<file path="config.mk">
export PLATFORM = sky130hd
export DESIGN_NAME = fetch_ctrl_flat
export DESIGN_NICKNAME = d
export VERILOG_FILES = /design/src/rtl/fetch_ctrl_pkg.sv /design/src/rtl/fetch_ctrl_if.sv /design/src/rtl/fetch_fifo.sv /design/src/rtl/fetch_ctrl.sv /design/src/flat_wrapper.sv
export SDC_FILE = /design/constraint.sdc
export NUM_CORES = 1
export LEC_CHECK = 0
export CORE_AREA = 2 2 184 186
export CTS_CLUSTER_DIAMETER = 150
export DETAILED_ROUTE_END_ITERATION = 8
export DIE_AREA = 0 0 186 188
export DONT_BUFFER_PORTS = 1
export HOLD_SLACK_MARGIN = 0.1
export PLACE_DENSITY_LB_ADDON = 0.2
export SYNTH_ARGS = -nofsm -noshare
export SYNTH_HDL_FRONTEND = slang
export SYNTH_HIERARCHICAL = 1
export SYNTH_SLANG_ARGS = --single-unit
</file>
<file path="constraint.sdc">
create_clock -name clk -period 3.7 [get_ports clk]
set_clock_uncertainty 0.1 [all_clocks]
set_input_delay 0.74 -clock clk [delete_from_list [all_inputs] [get_ports clk]]
set_output_delay 0.74 -clock clk [all_outputs]
set_load 0.1 [all_outputs]
</file>
<file path="src/rtl/fetch_ctrl_pkg.sv">
// Shared CPU fetch definitions: FSM encoding, instruction width, halt word and queue entry layout.
package fetch_ctrl_pkg;

    localparam int INST_W = 32;
    localparam logic [INST_W-1:0] HALT_WORD = 32'h0000_0000;

    typedef enum logic [1:0] {
        IDLE = 2'd0,
        RUN  = 2'd1,
        HALT = 2'd2
    } fetch_state_t;

    typedef struct packed {
        logic [31:0]       pc;
        logic [INST_W-1:0] inst;
    } fetch_entry_t;

    // The ROM is word addressed; byte offset bits are dropped.
    function automatic logic [31:0] word_index(input logic [31:0] byte_addr);
        return {2'b00, byte_addr[31:2]};
    endfunction

endpackage

</file>
<file path="src/rtl/fetch_ctrl_if.sv">
// Fetch-side bundle: ROM port, redirect from execute, and the instruction stream to decode.
interface fetch_ctrl_if;
    import fetch_ctrl_pkg::*;

    logic [31:0]       rom_addr;
    logic [INST_W-1:0] rom_inst;
    logic              redirect_valid;
    logic [31:0]       redirect_pc;
    logic              out_valid;
    logic              out_ready;
    logic [31:0]       out_pc;
    logic [INST_W-1:0] out_inst;
    logic              halted;

    modport master (
        output rom_addr, out_valid, out_pc, out_inst, halted,
        input  rom_inst, redirect_valid, redirect_pc, out_ready
    );

    modport slave (
        input  rom_addr, out_valid, out_pc, out_inst, halted,
        output rom_inst, redirect_valid, redirect_pc, out_ready
    );

endinterface

</file>
<file path="src/rtl/fetch_fifo.sv">
// Fetch queue: DEPTH-entry circular buffer with push/pop/flush and full/empty flags.
// Latency: a pushed entry is visible at head the cycle after the push.
// Backpressure: caller must not push when full unless popping in the same cycle.
module fetch_fifo #(
    parameter int DEPTH = 2,
    parameter int W     = 64
) (
    input  logic         clk,
    input  logic         rst_n,
    input  logic         push,
    input  logic         pop,
    input  logic         flush,
    input  logic [W-1:0] wdat,
    output logic [W-1:0] head,
    output logic         full,
    output logic         empty
);

    localparam int AW = (DEPTH > 1) ? $clog2(DEPTH) : 1;

    logic [W-1:0]  mem [DEPTH];
    logic [AW-1:0] wr_ptr;
    logic [AW-1:0] rd_ptr;
    logic [AW:0]   count;

    always_ff @(posedge clk or negedge rst_n) begin
        if (!rst_n) begin
            for (int i = 0; i < DEPTH; i++) begin
                mem[i] <= '0;
            end
            wr_ptr <= '0;
            rd_ptr <= '0;
            count  <= '0;
        end else if (flush) begin
            wr_ptr <= '0;
            rd_ptr <= '0;
            count  <= '0;
        end else begin
            // Pointers wrap naturally because DEPTH is a power of two.
            if (push) begin
                mem[wr_ptr] <= wdat;
                wr_ptr      <= wr_ptr + 1'b1;
            end
            if (pop) begin
                rd_ptr <= rd_ptr + 1'b1;
            end
            case ({push, pop})
                2'b10:   count <= count + 1'b1;
                2'b01:   count <= count - 1'b1;
                default: count <= count;
            endcase
        end
    end

    // Head is read straight out of storage, never from the write data path.
    assign head  = mem[rd_ptr];
    assign full  = (count == (AW+1)'(DEPTH));
    assign empty = (count == '0);

endmodule

</file>
<file path="src/rtl/fetch_ctrl.sv">
// Instruction fetch controller: walks pc through the ROM and queues {pc, inst} for decode.
// Latency: first instruction valid on the second edge after reset release or redirect.
// Backpressure: full queue with no pop stalls pc; redirect flushes and overrides everything.
module fetch_ctrl
    import fetch_ctrl_pkg::*;
#(
    parameter logic [31:0] RESET_PC = 32'h0000_0000,
    parameter int          QDEPTH   = 2
) (
    input  logic          clk,
    input  logic          rst_n,
    fetch_ctrl_if.master  fif
);

    fetch_state_t state;
    logic [31:0]  pc;
    logic         halted_q;

    logic         flush;
    logic         push;
    logic         pop;
    logic         full;
    logic         empty;
    logic         is_halt_word;
    fetch_entry_t wdat;
    fetch_entry_t head;

    assign flush        = fif.redirect_valid;
    assign is_halt_word = (fif.rom_inst == HALT_WORD);
    assign pop          = !empty && fif.out_ready && !flush;
    assign push         = (state == RUN) && !flush && !is_halt_word && (!full || pop);
    assign wdat         = {pc, fif.rom_inst};

    always_ff @(posedge clk or negedge rst_n) begin
        if (!rst_n) begin
            state    <= IDLE;
            pc       <= RESET_PC;
            halted_q <= 1'b0;
        end else if (flush) begin
            state    <= RUN;
            pc       <= {fif.redirect_pc[31:2], 2'b00};
            halted_q <= 1'b0;
        end else begin
            case (state)
                IDLE: state <= RUN;
                RUN: begin
                    // A zero word ends the program; pc stays on it so rom_addr points at the halt.
                    if (is_halt_word) begin
                        state    <= HALT;
                        halted_q <= 1'b1;
                    end else if (push) begin
                        pc <= pc + 32'd4;
                    end
                end
                HALT:    state <= HALT;
                default: state <= IDLE;
            endcase
        end
    end

    fetch_fifo #(
        .DEPTH (QDEPTH),
        .W     ($bits(fetch_entry_t))
    ) u_fifo (
        .clk   (clk),
        .rst_n (rst_n),
        .push  (push),
        .pop   (pop),
        .flush (flush),
        .wdat  (wdat),
        .head  (head),
        .full  (full),
        .empty (empty)
    );

    assign fif.rom_addr  = word_index(pc);
    assign fif.out_valid = !empty;
    assign fif.out_pc    = head.pc;
    assign fif.out_inst  = head.inst;
    assign fif.halted    = halted_q;

endmodule

</file>
<file path="src/flat_wrapper.sv">
// flat-port wrapper written by rule: the top's interface ports become plain ports
module fetch_ctrl_flat import fetch_ctrl_pkg::*;
#(
    parameter logic [31:0] RESET_PC = 32'h0000_0000,
    parameter int          QDEPTH   = 2
)
  (clk, rst_n, fif_rom_addr, fif_out_valid, fif_out_pc, fif_out_inst, fif_halted, fif_rom_inst, fif_redirect_valid, fif_redirect_pc, fif_out_ready);
  fetch_ctrl_if fif_i ();
  input  logic clk;
  input  logic rst_n;
  output wire logic [$bits(fif_i.rom_addr)-1:0] fif_rom_addr;
  output wire logic [$bits(fif_i.out_valid)-1:0] fif_out_valid;
  output wire logic [$bits(fif_i.out_pc)-1:0] fif_out_pc;
  output wire logic [$bits(fif_i.out_inst)-1:0] fif_out_inst;
  output wire logic [$bits(fif_i.halted)-1:0] fif_halted;
  input wire logic [$bits(fif_i.rom_inst)-1:0] fif_rom_inst;
  input wire logic [$bits(fif_i.redirect_valid)-1:0] fif_redirect_valid;
  input wire logic [$bits(fif_i.redirect_pc)-1:0] fif_redirect_pc;
  input wire logic [$bits(fif_i.out_ready)-1:0] fif_out_ready;
  assign fif_rom_addr = fif_i.rom_addr;
  assign fif_out_valid = fif_i.out_valid;
  assign fif_out_pc = fif_i.out_pc;
  assign fif_out_inst = fif_i.out_inst;
  assign fif_halted = fif_i.halted;
  assign fif_i.rom_inst = fif_rom_inst;
  assign fif_i.redirect_valid = fif_redirect_valid;
  assign fif_i.redirect_pc = fif_redirect_pc;
  assign fif_i.out_ready = fif_out_ready;
  fetch_ctrl #(.RESET_PC(RESET_PC), .QDEPTH(QDEPTH)) u_core (.clk(clk), .rst_n(rst_n), .fif(fif_i));
endmodule
</file>
==> results.sh <==
export IMPL_via_count=4950
export IMPL_antenna_found_initial=1
export IMPL_critPathMaxStageDelay_ns=0.88
export IMPL_overflow=0
export IMPL_seq_area_frac_synth=0.509
export IMPL_fmax_ghz=0.322
export IMPL_clk_path_buf_depth=2
export IMPL_die_area_mm2=0.0350
export IMPL_hold_path_class="in2async"
export IMPL_ys_warn_count=6
export IMPL_setup_tns_ns=0
export IMPL_postSynth_asyncResetShare=1.00
export IMPL_rsz0062_at_grt="false"
export IMPL_nFillCells=3364
export IMPL_rows=67
export IMPL_syn_avg_cell_area_um2=13.6
export IMPL_crit_required_ns=2.86
export IMPL_grt_max_degree=166
export IMPL_numClockSinks=165
export IMPL_violations="negative hold slack"
export IMPL_rr_startpoint="u_core/u_fifo/count[0]$_DFFE_PN0P_"
export IMPL_crit_end="fif_out_pc[17]"
export IMPL_io_buffers=0
export IMPL_cts_resized=0
export IMPL_crit_start="u_core/u_fifo/rd_ptr$_DFFE_PN0P_"
export IMPL_worstSetupPathType="reg2out"
export IMPL_r2r_end="u_core/u_fifo/mem[89]$_DFFE_PN0P_"
export IMPL_antenna_left=0
export IMPL_synth_edf_count=0
export IMPL_layout_setup_ws_ns=0.596
export IMPL_wl_um=20800
export IMPL_grt_util_all_layers=0.122
export IMPL_fp_dieH_um=188
export IMPL_io_pins=166
export IMPL_cp_max_fo=44
export IMPL_finalMaxSlewViolations=0
export IMPL_area_growth_syn_to_layout_pct=15.7
export IMPL_ys_flop_type="dfrtp_1"
export IMPL_n_antenna_cell=0
export IMPL_cts_buffers=17
export IMPL_worstPathArrival_ns=2.26
export IMPL_nNetsFinal=696
export IMPL_insertion_delay_ns=0.43
export IMPL_final_common_cell="dfrtp_1"
export IMPL_synthCells=598
export IMPL_slew_headroom=0.283
export IMPL_clk_pin_slew_ns=0.06
export IMPL_ff2ff_path_depth=8
export IMPL_r2r_slack_ns=0.78
export IMPL_hold_ws_ns=-0.0904
export IMPL_cts_htree_levels=4
export IMPL_report_final_setup_viol=0
export IMPL_die_w_um=186
export IMPL_cp_slowest_cell="dfrtp_4"
export IMPL_startpoint_type="flip-flop"
export IMPL_dp_slack_ns=0.399
export IMPL_start_util=0.245
export IMPL_layout_drive_gt1_share=0.421
export IMPL_root_buffer="clkbuf_16"
export IMPL_fin_crit_ns=3.10
export IMPL_dr_pass1_iters=6
export IMPL_worst_pin_slew_ns=1.08
export IMPL_fin_crit_sh=0.839
export IMPL_gp_congestion=0.721
export IMPL_status="finished with violations"
export IMPL_core_mm2=0.0331
export IMPL_routed_via_density=4.56
export IMPL_timing_final_hold_violations=165
export IMPL_synthDistinctLibCells=45
export IMPL_grt_pass1_vias=5424
export IMPL_dp_hpwl_um=14000
export IMPL_cts_setup_buffers=0
export IMPL_first_iter_violations=152
export IMPL_synth_seq_cells=165
export IMPL_crit_path_cell_trace="buf_4 -> mux2_2"
export IMPL_worst_setup_path_end_kind="output port"
export IMPL_wl_per_cell_um=19.2
export IMPL_tritoncts="built"
export IMPL_netlist_area_mm2=0.00810
export IMPL_drc=0
export IMPL_maxCapViolCount=0
export IMPL_grt_pass1_wl_um=32100
export IMPL_final_cell_mix="dfrtp_1, mux2_2, mux2_4, buf_4, o21ai_0"
## cell families after synthesis
kind of cell             after synthesis  synth area share
AND/OR/NAND/NOR                      101            0.0664
flip-flops                           165             0.509
other                                  1          0.000463
buffers and inverters                 47            0.0431
XOR/XNOR                              20            0.0216
adder cells (fa/ha/maj)                3           0.00463
multiplexers                         194             0.297
AO/OA/AOI/OAI                         67            0.0573
## synth_stat cells (3+ instances only)
cell	instances	area, µm²
dfrtp_1	165	4130
mux2_2	132	1490
mux2_4	60	901
o21ai_0	28	140
nor2_1	22	82.6
nand2_1	21	78.8
xor2_1	16	140
inv_1	12	45.0
a31oi_1	11	68.8
nor4_1	11	68.8
o2111ai_1	11	96.3
clkbuf_1	10	37.5
or3_1	9	56.3
buf_2	8	40.0
nand4_1	8	50.1
buf_6	7	78.8
o211ai_1	7	52.6
buf_12	6	120
nand3_1	6	30.0
and3_1	4	25.0
nor3_1	4	20.0
xnor2_1	4	35.0
buf_4	3	22.5
ha_1	3	37.5
o31a_1	3	26.3
## area by class of cell
type	count	area (µm²)	share of cell area
Sequential cell	165	4130	0.441
Multi-Input combinational cell	391	3650	0.389
Tap cell	448	561	0.0598
Clock buffer	21	470	0.0502
Timing Repair Buffer	38	323	0.0344
Clock inverter	10	194	0.0207
Inverter	12	45.0	0.00480
## through the flow
stage                      util  area, µm²  hold slack, ns  cells
after floorplan               -       8120           0.344    603
after global placement    0.263       8710           0.350   1054
after detailed placement  0.263       8710           0.349   1054
after CTS                 0.283       9380          -0.136   1085
after global routing      0.283       9380          -0.131   1085
final                     0.283       9380         -0.0904   1085
## worst min-delay path by stage
stage | endpoint | start | cells past startpoint | slack, ns
finish | u_core/u_fifo/mem[16]$_DFFE_PN0P_ | rst_n | 0 | -0.09
global route | u_core/u_fifo/mem[84]$_DFFE_PN0P_ | rst_n | 0 | -0.13
global placement | u_core/u_fifo/mem[16]$_DFFE_PN0P_ | rst_n | 0 | 0.35
detailed placement | u_core/u_fifo/mem[17]$_DFFE_PN0P_ | rst_n | 0 | 0.35
CTS | u_core/u_fifo/mem[85]$_DFFE_PN0P_ | rst_n | 0 | -0.14
floorplan | u_core/fif.halted$_DFFE_PN0P_ | rst_n | 0 | 0.34
## worst max-delay path, delay by kind of cell (launching register included)
| family | cells | cell delay [ns] |
|---|---|---|
| flip-flops | 1 | 0.88 |
| buffers and inverters | 1 | 0.35 |
| multiplexers | 1 | 0.58 |
## registers in the layout, indices dropped and copies added, names as in the netlist
signal	cells
u_core/u_fifo/mem	128
u_core/pc	30
u_core/state	2
u_core/u_fifo/count	2
u_core/fif.halted	1
u_core/u_fifo/rd_ptr	1
u_core/u_fifo/wr_ptr	1
## per-layer routing
| metal | up-vias | track usage | part of all wire |
|---|---|---|---|
| met5 | - | 0 | 0.00077 |
| met4 | 2 | 0.0497 | 0.017 |
| met3 | 22 | 0.0404 | 0.066 |
| met2 | 136 | 0.207 | 0.50 |
| met1 | 2564 | 0.142 | 0.41 |
| li1 | 2226 | - | - |
Power is not shown: default switching activity piles up to over one toggle a cycle in this logic, so the estimate is an artifact.
==> RTL change 1: new RTL, same flow settings <==
`QDEPTH` is set to 2 in 2 places; all go to 4.
--- a/src/rtl/fetch_ctrl.sv
+++ b/src/rtl/fetch_ctrl.sv
@@ -6,5 +6,5 @@
 #(
     parameter logic [31:0] RESET_PC = 32'h0000_0000,
-    parameter int          QDEPTH   = 2
+    parameter int          QDEPTH   = 4
 ) (
     input  logic          clk,
--- a/src/flat_wrapper.sv
+++ b/src/flat_wrapper.sv
@@ -3,5 +3,5 @@
 #(
     parameter logic [31:0] RESET_PC = 32'h0000_0000,
-    parameter int          QDEPTH   = 2
+    parameter int          QDEPTH   = 4
 )
   (clk, rst_n, fif_rom_addr, fif_out_valid, fif_out_pc, fif_out_inst, fif_halted, fif_rom_inst, fif_redirect_valid, fif_redirect_pc, fif_out_ready);
Formal check against the unedited RTL: not equivalent (Yosys sat finds a counterexample within 10 cycles, from zero or initial values and one cycle with rst_n low).
==> RTL change 1 against the original RTL <==
The flow still finishes with violations (hold timing); sequential cell count rose by 131; synthesized cell count rose by 50%; cell area up 77%; utilization grew 22 points; critical path depth unchanged; register-to-register slack worse by 20 ps; synthesized area is 82% higher; routed wire length rose by 53%; cell count up 30%; setup slack lost 130 ps; critical path type unchanged; critical endpoint is now fif_out_inst[0]; highest routed layer unchanged.
==> RTL change 1: results (changes against the original RTL) <==
[routing]
initialDrtViolationCount=359  ; +140%
wl_met1_mm=14.5  ; +68%
met2_wirelength_mm=14.7  ; +41%
vias=7676  ; +55%
wl_met3_mm=2.09  ; +51%

[worst_setup_path]
r2r_cells=9  ; +1
cp_top_family=multiplexers
crit_path_end=fif_out_inst[0]
crit_fanout=29  ; -34%
worst_path_max_delay_cell=mux4_2
crit_path_start=u_core/u_fifo/rd_ptr[0]
arrival_ps=2400  ; +140 ps

[outcome]
status=finished with violations
violations=hold timing

[timing]
hold_viol=296  ; +79%
slew_headroom_pct=26.1  ; -2.1 points
max_freq_ghz=0.309  ; -4.1%
hold_slack_ps=-159  ; -69.0 ps

[synthesis]
synthTopCellsByCount=dfrtp_1 (296), mux2_4 (240), mux4_2 (64), o21ai_0 (28), buf_12 (25)
synth_area_leaders=dfrtp_1 (50%), mux2_4 (24%), mux4_2 (9.8%)
ys_types=49  ; +8.9%

[placed_design]
hpwl_mm=19.7  ; +41%
place_ws_ps=467  ; +68.1 ps

[grt]
met3_usage_pct=5.17  ; +1.1 points
antenna_found_initial=3  ; +2
grt_first_pass_wirelength_mm=50.2  ; +57%
grt_max_degree=297  ; +79%

[cts]
htreeDepth=2  ; -2
cts_buffers=35  ; +18
clock_latency_ps=500  ; +70 ps

[finish]
largest_register_ffs=256  ; +100%
nNetsFinal=1018  ; +46%
reg_top3=u_core/u_fifo/mem (256), u_core/pc (30), u_core/u_fifo/count (3)

RTL change 1: cell families after synthesis:
| logic type | Yosys count | synth area share (%) |
|---|---|---|
| multiplexers | 324 | 35.6 |
| flip-flops | 296 | 50.1 |
| AND/OR/NAND/NOR | 109 | 4.32 |
| buffers and inverters | 69 | 4.81 |
| AO/OA/AOI/OAI | 67 | 3.14 |
| XOR/XNOR | 21 | 1.24 |
| adder cells (fa/ha/maj) | 8 | 0.728 |
| other | 1 | 0.0254 |
RTL change 1: stage by stage:
stage               hold slack (ps)  cell area [µm²]  utilization (%)  instances
floorplan                       344            14800                -        904
CTS                            -182            16600             50.0       1414
detailed placement              361            15400             46.4       1353
finish                         -159            16600             50.0       1414
global route                   -186            16600             50.0       1414
global placement                358            15400             46.4       1353
RTL change 1: cell type report:
class,instances,area [µm²]
clock buffers,52,1090
clock inverters,9,120
flip-flops and latches,296,7410
repair buffers,56,633
multi-input cells,539,6700
fillers,2765,16500
inverters,14,52.6
well taps,448,561
==> RTL change 2: new RTL, same flow settings <==
Without the edit above. The 3 states of `fetch_state_t` get a one-hot encoding in 3 bits.
--- a/src/rtl/fetch_ctrl_pkg.sv
+++ b/src/rtl/fetch_ctrl_pkg.sv
@@ -5,8 +5,8 @@
     localparam logic [INST_W-1:0] HALT_WORD = 32'h0000_0000;
 
-    typedef enum logic [1:0] {
-        IDLE = 2'd0,
-        RUN  = 2'd1,
-        HALT = 2'd2
+    typedef enum logic [2:0] {
+        IDLE = 3'b001,
+        RUN  = 3'b010,
+        HALT = 3'b100
     } fetch_state_t;
 
Formal check against the unedited RTL: no difference found for any inputs over 4 cycles, from zero or initial values and one cycle with rst_n low; so few cycles prove little.
==> RTL change 2 against the original RTL <==
The flow still finishes with violations (hold timing); routed wire length rose by 5.4%; synthesized area rose by 0.57%; cell area fell by 0.51%; maximum frequency rose by 2.6%; register-to-register slack improved by 90 ps; sequential cell count rose by 1; setup slack improved by 78 ps.
Power is not shown: default switching activity piles up to over one toggle a cycle in this logic, so the estimate is an artifact.
==> RTL change 2: results (changes against the original RTL) <==
[grt]
met2_usage_pct=20.2  ; -0.46 points
grt_first_pass_wirelength_mm=32.7  ; +1.9%
groute.layer.met1.usage_pct=15.6  ; +1.4 points
met3_usage_pct=4.84  ; +0.80 points
grtUsageTotal_pct=12.7  ; +0.47 points
grt_pass1_vias=5312  ; -2.1%
grt_max_degree=167  ; +0.60%

[worst_setup_path]
crit_fanout=32  ; -27%
arrival_ps=2190  ; -70 ps
r2r_slack_ps=870  ; +90 ps

[finish]
fillCellCount=3348  ; -0.48%
final_layout_size_suffix_gt1_share_pct=41.5  ; -0.54 points
nNetsFinal=695  ; -0.14%

[synthesis]
synth_area_leaders=dfrtp_1 (51%), mux2_2 (18%), mux2_4 (11%)
syn_inst=602  ; +0.67%
ys_seq_area_share_pct=51.0  ; about the same

[routing]
routed_wl_mm=22.0  ; +5.4%
vias=5009  ; +1.2%
met2_wirelength_mm=10.2  ; -2.4%
firstDrtPassIters=4  ; -2
wl_met3_mm=1.85  ; +34%
initialDrtViolationCount=181  ; +19%

[outcome]
violations=hold timing
status=finished with violations

[timing]
period_share_pct=81.8  ; -2.1 points
slew_headroom_pct=23.8  ; -4.5 points
hold_slack_ps=-105  ; -14.2 ps
hold_viol=165  ; unchanged

[placed_design]
place_ws_ps=609  ; +210 ps
gp_congestion=0.708  ; -1.7%
dpl.cell_count=1055  ; +0.095%
hpwl_mm=14.8  ; +5.8%

[cts]
clock_latency_ps=450  ; +20 ps

RTL change 2: cell count changes after synthesis, moves of 3 or more:
cell | unedited run | this run
nand2_1 | 21 | 24
o31a_1 | 3 | 0
or4_1 | 2 | 6
inv_1 | 12 | 3
o31ai_1 | 2 | 5
nor4_1 | 11 | 8
o21ai_0 | 28 | 25
and3_1 | 4 | 9
RTL change 2: cell type report:
class / count / area [µm²] / area share, %
Clock buffer: 18 / 429 / 4.60
Clock inverter: 13 / 174 / 1.86
Timing Repair Buffer: 35 / 288 / 3.08
Tap cell: 448 / 561 / 6.01
Multi-Input combinational cell: 402 / 3700 / 39.7
Sequential cell: 166 / 4160 / 44.6
Inverter: 4 / 15.0 / 0.161
RTL change 2: cells by family after synthesis:
family	count (synthesis)	share of synthesized area, %
adders and majority gates	1	0.153
DFF	166	51.0
buffers and inverters	39	3.88
muxes	194	29.6
other	1	0.0460
xor gates and xnor gates	20	2.15
AOI/OAI and AO/OA	67	5.57
and+or+nand+nor	114	7.66
